`src/rtl/fifo_sync.sv`:
```
// Single-clock FIFO with registered or first-word-fall-through read, occupancy
// count, threshold flags and sticky overflow/underflow error flags.
module fifo_sync #(
    parameter int FIFO_WIDTH = 8,
    parameter int FIFO_DEPTH = 16,
    parameter int AF_LEVEL   = 14,
    parameter int AE_LEVEL   = 2,
    parameter int FWFT       = 0
) (
    input  logic                          clk,
    input  logic                          reset,
    input  logic                          wr_en,
    input  logic                          rd_en,
    input  logic [FIFO_WIDTH-1:0]         data_in,
    input  logic                          clr_err,
    output logic [FIFO_WIDTH-1:0]         data_out,
    output logic                          full,
    output logic                          empty,
    output logic                          almost_full,
    output logic                          almost_empty,
    output logic [$clog2(FIFO_DEPTH):0]   count,
    output logic                          overflow,
    output logic                          underflow
);

    localparam int AW = $clog2(FIFO_DEPTH);
    localparam int CW = AW + 1;

    logic [FIFO_WIDTH-1:0] mem [FIFO_DEPTH];
    logic [AW-1:0]         wr_ptr_reg;
    logic [AW-1:0]         rd_ptr_reg;
    logic [CW-1:0]         count_reg;
    logic [CW-1:0]         count_next;
    logic                  overflow_reg;
    logic                  underflow_reg;
    logic                  rd_ok;
    logic                  wr_ok;

    assign full         = (count_reg == CW'(FIFO_DEPTH));
    assign empty        = (count_reg == '0);
    assign almost_full  = (count_reg >= CW'(AF_LEVEL));
    assign almost_empty = (count_reg <= CW'(AE_LEVEL));
    assign count        = count_reg;
    assign overflow     = overflow_reg;
    assign underflow    = underflow_reg;

    // A read frees a slot on the same edge, so a full FIFO still takes a write
    // when a read is accepted alongside it. No bypass when empty.
    assign rd_ok = rd_en && !empty;
    assign wr_ok = wr_en && (!full || rd_ok);

    always_comb begin
        count_next = count_reg;
        case ({wr_ok, rd_ok})
            2'b10:   count_next = count_reg + CW'(1);
            2'b01:   count_next = count_reg - CW'(1);
            default: count_next = count_reg;
        endcase
    end

    always_ff @(posedge clk or posedge reset) begin
        if (reset) begin
            wr_ptr_reg    <= '0;
            rd_ptr_reg    <= '0;
            count_reg     <= '0;
            overflow_reg  <= 1'b0;
            underflow_reg <= 1'b0;
        end else begin
            if (wr_ok) wr_ptr_reg <= wr_ptr_reg + AW'(1);
            if (rd_ok) rd_ptr_reg <= rd_ptr_reg + AW'(1);
            count_reg <= count_next;
            // A new error in the same cycle as clr_err wins.
            overflow_reg  <= (overflow_reg  && !clr_err) || (wr_en && !wr_ok);
            underflow_reg <= (underflow_reg && !clr_err) || (rd_en && empty);
        end
    end

    // Storage is deliberately left out of reset so it maps onto block RAM.
    always_ff @(posedge clk) begin
        if (wr_ok) mem[wr_ptr_reg] <= data_in;
    end

    generate
        if (FWFT != 0) begin : g_fwft
            // Head word is presented combinationally; rd_en only pops it.
            assign data_out = mem[rd_ptr_reg];
        end else begin : g_std
            logic [FIFO_WIDTH-1:0] data_out_reg;

            always_ff @(posedge clk or posedge reset) begin
                if (reset) begin
                    data_out_reg <= '0;
                end else if (rd_ok) begin
                    data_out_reg <= mem[rd_ptr_reg];
                end
            end

            assign data_out = data_out_reg;
        end
    endgenerate

endmodule

```
`config.mk`:
```
export PLATFORM = sky130hd
export DESIGN_NAME = fifo_sync
export DESIGN_NICKNAME = d
export VERILOG_FILES = /design/src/rtl/fifo_sync.sv
export SDC_FILE = /design/constraint.sdc
export NUM_CORES = 1
export LEC_CHECK = 0
export ABC_AREA = 1
export CAP_MARGIN = 5
export CORE_MARGIN = 4
export CORE_UTILIZATION = 50
export CTS_BUF_LIST = sky130_fd_sc_hd__clkbuf_16
export DETAILED_ROUTE_END_ITERATION = 12
export PLACE_DENSITY_LB_ADDON = 0.12
export SLEW_MARGIN = 20
export SYNTH_ARGS = -nofsm -noshare
export SYNTH_HDL_FRONTEND = slang
export SYNTH_SLANG_ARGS = --single-unit
```
`constraint.sdc`:
```
create_clock -name clk -period 5.6 [get_ports clk]
set_clock_uncertainty 0.05 [all_clocks]
set_input_delay 0.84 -clock clk [delete_from_list [all_inputs] [get_ports clk]]
set_output_delay 0.84 -clock clk [all_outputs]
set_load 0.01 [all_outputs]
```
==> out/metrics.csv <==
metric,value,unit
RSZ-0062 raised after global routing,no,
largest net degree at the start of global routing,68,
"flops & latches, synth",151,
Total GRT Usage,19.9,%
post-synthesis cell area,0.00678,sq mm
Mapped Avg Cell Area,9.95,sq um
CTS Buffer Depth,2,
share of layout cells above drive strength 1,6.11,%
cell taking the most area after synthesis,edfxtp_1,
Die Y,124,microns
Leak,3.41,nW
Max IR drop VDD,0.000245,V
CP endpoint kind,flip-flop,
"Clk Latency, worst-skew pair",0.42,ns
Unique masters post-synth,27,
final WL,14.6,mm
hold-fix buffer count after cts,0,
HP Class,flip-flop to flip-flop,
postcts setup bufs,0,
post-CTS sizing,0,
DRC Markers,0,
hold slack,0.432,ns
Antenna diodes,0,
RD Place Congestion,0.943,
critical path arrival,3.29,ns
initial antenna violation count,0,
synth top area cells,"edfxtp_1, nand2_1, dfrtp_1, nand3_1, inv_1",
Largest register FFs,128,
final hold viol count,0,
minimum clock period,2.97,ns
post-route insts no fill,896,
Port Buffers,31,
Via Count,4526,
DR vias/cell,5.05,
clock root buffer,clkbuf_16,
num rows,42,
CP startpoint kind,flip-flop,
grt total ovfl,0,
first-pass GRT wire length,23.5,mm
kind of critical path,flip-flop to flip-flop,
CP max FO,67,
CORE AREA,0.0132,sq mm
IO Pins,32,
register clock-pin slew on the reported worst setup and hold paths,0.06,ns
number of max-cap violations,0,
endpoints failing setup,0,
Initial DRC Count,376,
Final ANT Viol Nets,0,
FMAX,337,MHz
Placed Cells,864,
status,finished clean,
TritonCTS clock tree,yes,
Synth warnings,0,
final period utilization,53.0,%
# fillers,1156,
Detailed Routing Iterations Pass 1,5,
Slew headroom,26.8,%
Die Wd,124,microns
sequential cell area fraction in the yosys report,65.2,%
"Slew Viols, Final",0,
fraction of synthesized cell area taken by the top area cell type,56.7,%
Mapped Nets,703,
Worst-Margin Slew,1.10,ns
vias in the first global route,4440,
clk sinks,151,
wire per inst,16.3,microns
CTS buffer count,17,
setup TNS,0,ns
synthesis-to-layout area growth,14.6,%
dpl hpwl,9.24,mm
Pwr Density,512,mW/mm^2
Critical Path RT,5.92,ns
Final #Nets,729,
Starting Density,51.2,%
Die ar.,0.0155,sq mm
H-tree levels,4,
cell count after synthesis,681,
## worst max-delay path, stage by stage (launching register included)
cell and delay (ns):
dfrtp_2 0.34, buf_4 0.57, clkinv_2 0.93, nand2_1 0.32, nand3_1 0.14, nand3_1 0.13
nand3_1 0.15, nand2_1 0.12, nand2_1 0.06, nand2_1 0.06
## cell usage in the layout, fill, tap and decap left out, types with 2 or more instances in the layout
master,Yosys,final
o21ai_0,5,5
clkinv_2,0,5
clkdlybuf4s50_1,0,31
inv_1,116,115
inv_6,0,3
nand2_1,224,224
nor2_1,16,16
nand2_2,2,2
clkinv_1,2,3
o21ai_1,2,2
a21oi_1,2,2
clkbuf_16,0,17
buf_4,7,2
bufinv_16,0,3
clkinv_4,0,2
ha_1,9,9
dfrtp_1,23,22
nor2_2,2,2
nand3_1,106,106
edfxtp_1,128,128
xor2_1,8,8
clkinvlp_4,0,3
inv_2,3,2
## synth_stat cells, drive strengths merged
master	n
a21boi	1
a21oi	2
buf	24
clkbuf	2
clkinv	2
dfrtp	23
edfxtp	128
ha	9
inv	119
nand2	227
nand3	106
nand4	1
nor2	18
o21ai	8
o21bai	1
o22ai	1
xnor2	1
xor2	8
## metal layers
metal  share of wire [%]  vias to the layer above  global-route usage (%)
met5                   0                        -                       0
met4                 1.5                        0                    6.45
met3                 4.8                       19                    4.89
met2                  49                      109                    32.4
met1                  45                     2168                    26.4
li1                    -                     2230                       -
## logic make-up (layout without fill, tap and decap cells)
| family | after synthesis | after routing | share of synthesized area [%] |
|---|---|---|---|
| AO/OA/AOI/OAI | 13 | 13 | 1.11 |
| XOR/XNOR | 9 | 9 | 1.16 |
| adder cells (fa/ha/maj) | 9 | 9 | 1.66 |
| buffers and inverters | 147 | 186 | 9.09 |
| flip-flops | 151 | 151 | 65.2 |
| AND/OR/NAND/NOR | 352 | 352 | 21.8 |
## per-stage QoR
| step | worst slack (ns) | total power, W | area, sq um | util, % |
|---|---|---|---|---|
| after floorplan | 3.18 | 0.00243 | 6780 | - |
| after global placement | 2.57 | 0.00281 | 7160 | 54.1 |
| after detailed placement | 2.49 | 0.00283 | 7160 | 54.1 |
| after global routing | 2.40 | 0.00423 | 7760 | 58.6 |
| final | 2.63 | 0.00398 | 7760 | 58.6 |
| after CTS | 2.86 | 0.00399 | 7760 | 58.6 |
## worst paths after layout
path / from / endpoint / slack, ns / cells past startpoint
worst min register to register: data_out[0]$_DFFE_PP0P_ / data_out[0]$_DFFE_PP0P_ / 0.43 / 2
worst min-delay path: data_out[0]$_DFFE_PP0P_ / data_out[0]$_DFFE_PP0P_ / 0.43 / 2
min in group asynchronous: reset / count[4]$_DFFE_PP0P_ / 0.75 / 2
worst max-delay path: rd_ptr_reg[0]$_DFFE_PP0P_ / data_out[2]$_DFFE_PP0P_ / 2.63 / 9
worst max register to register: rd_ptr_reg[0]$_DFFE_PP0P_ / data_out[2]$_DFFE_PP0P_ / 2.63 / 9
max in group asynchronous: reset / rd_ptr_reg[0]$_DFFE_PP0P_ / 4.29 / 2
## power breakdown
group,switching [W],internal [W]
registers,0.000113,0.00139
logic,0.000865,0.000447
clock network,0.000458,0.000701
total,0.00144,0.00254
## layout make-up
| type | instances | area (sq um) | area share (%) |
|---|---|---|---|
| multi-input combinational | 383 | 1740 | 22.4 |
| inverter | 121 | 455 | 5.87 |
| sequential | 151 | 4420 | 56.9 |
| clock inverter | 15 | 176 | 2.27 |
| timing repair buffer | 33 | 325 | 4.19 |
| tap | 176 | 220 | 2.84 |
| clock buffer | 17 | 425 | 5.48 |
Power figures use the tool's default switching activity.
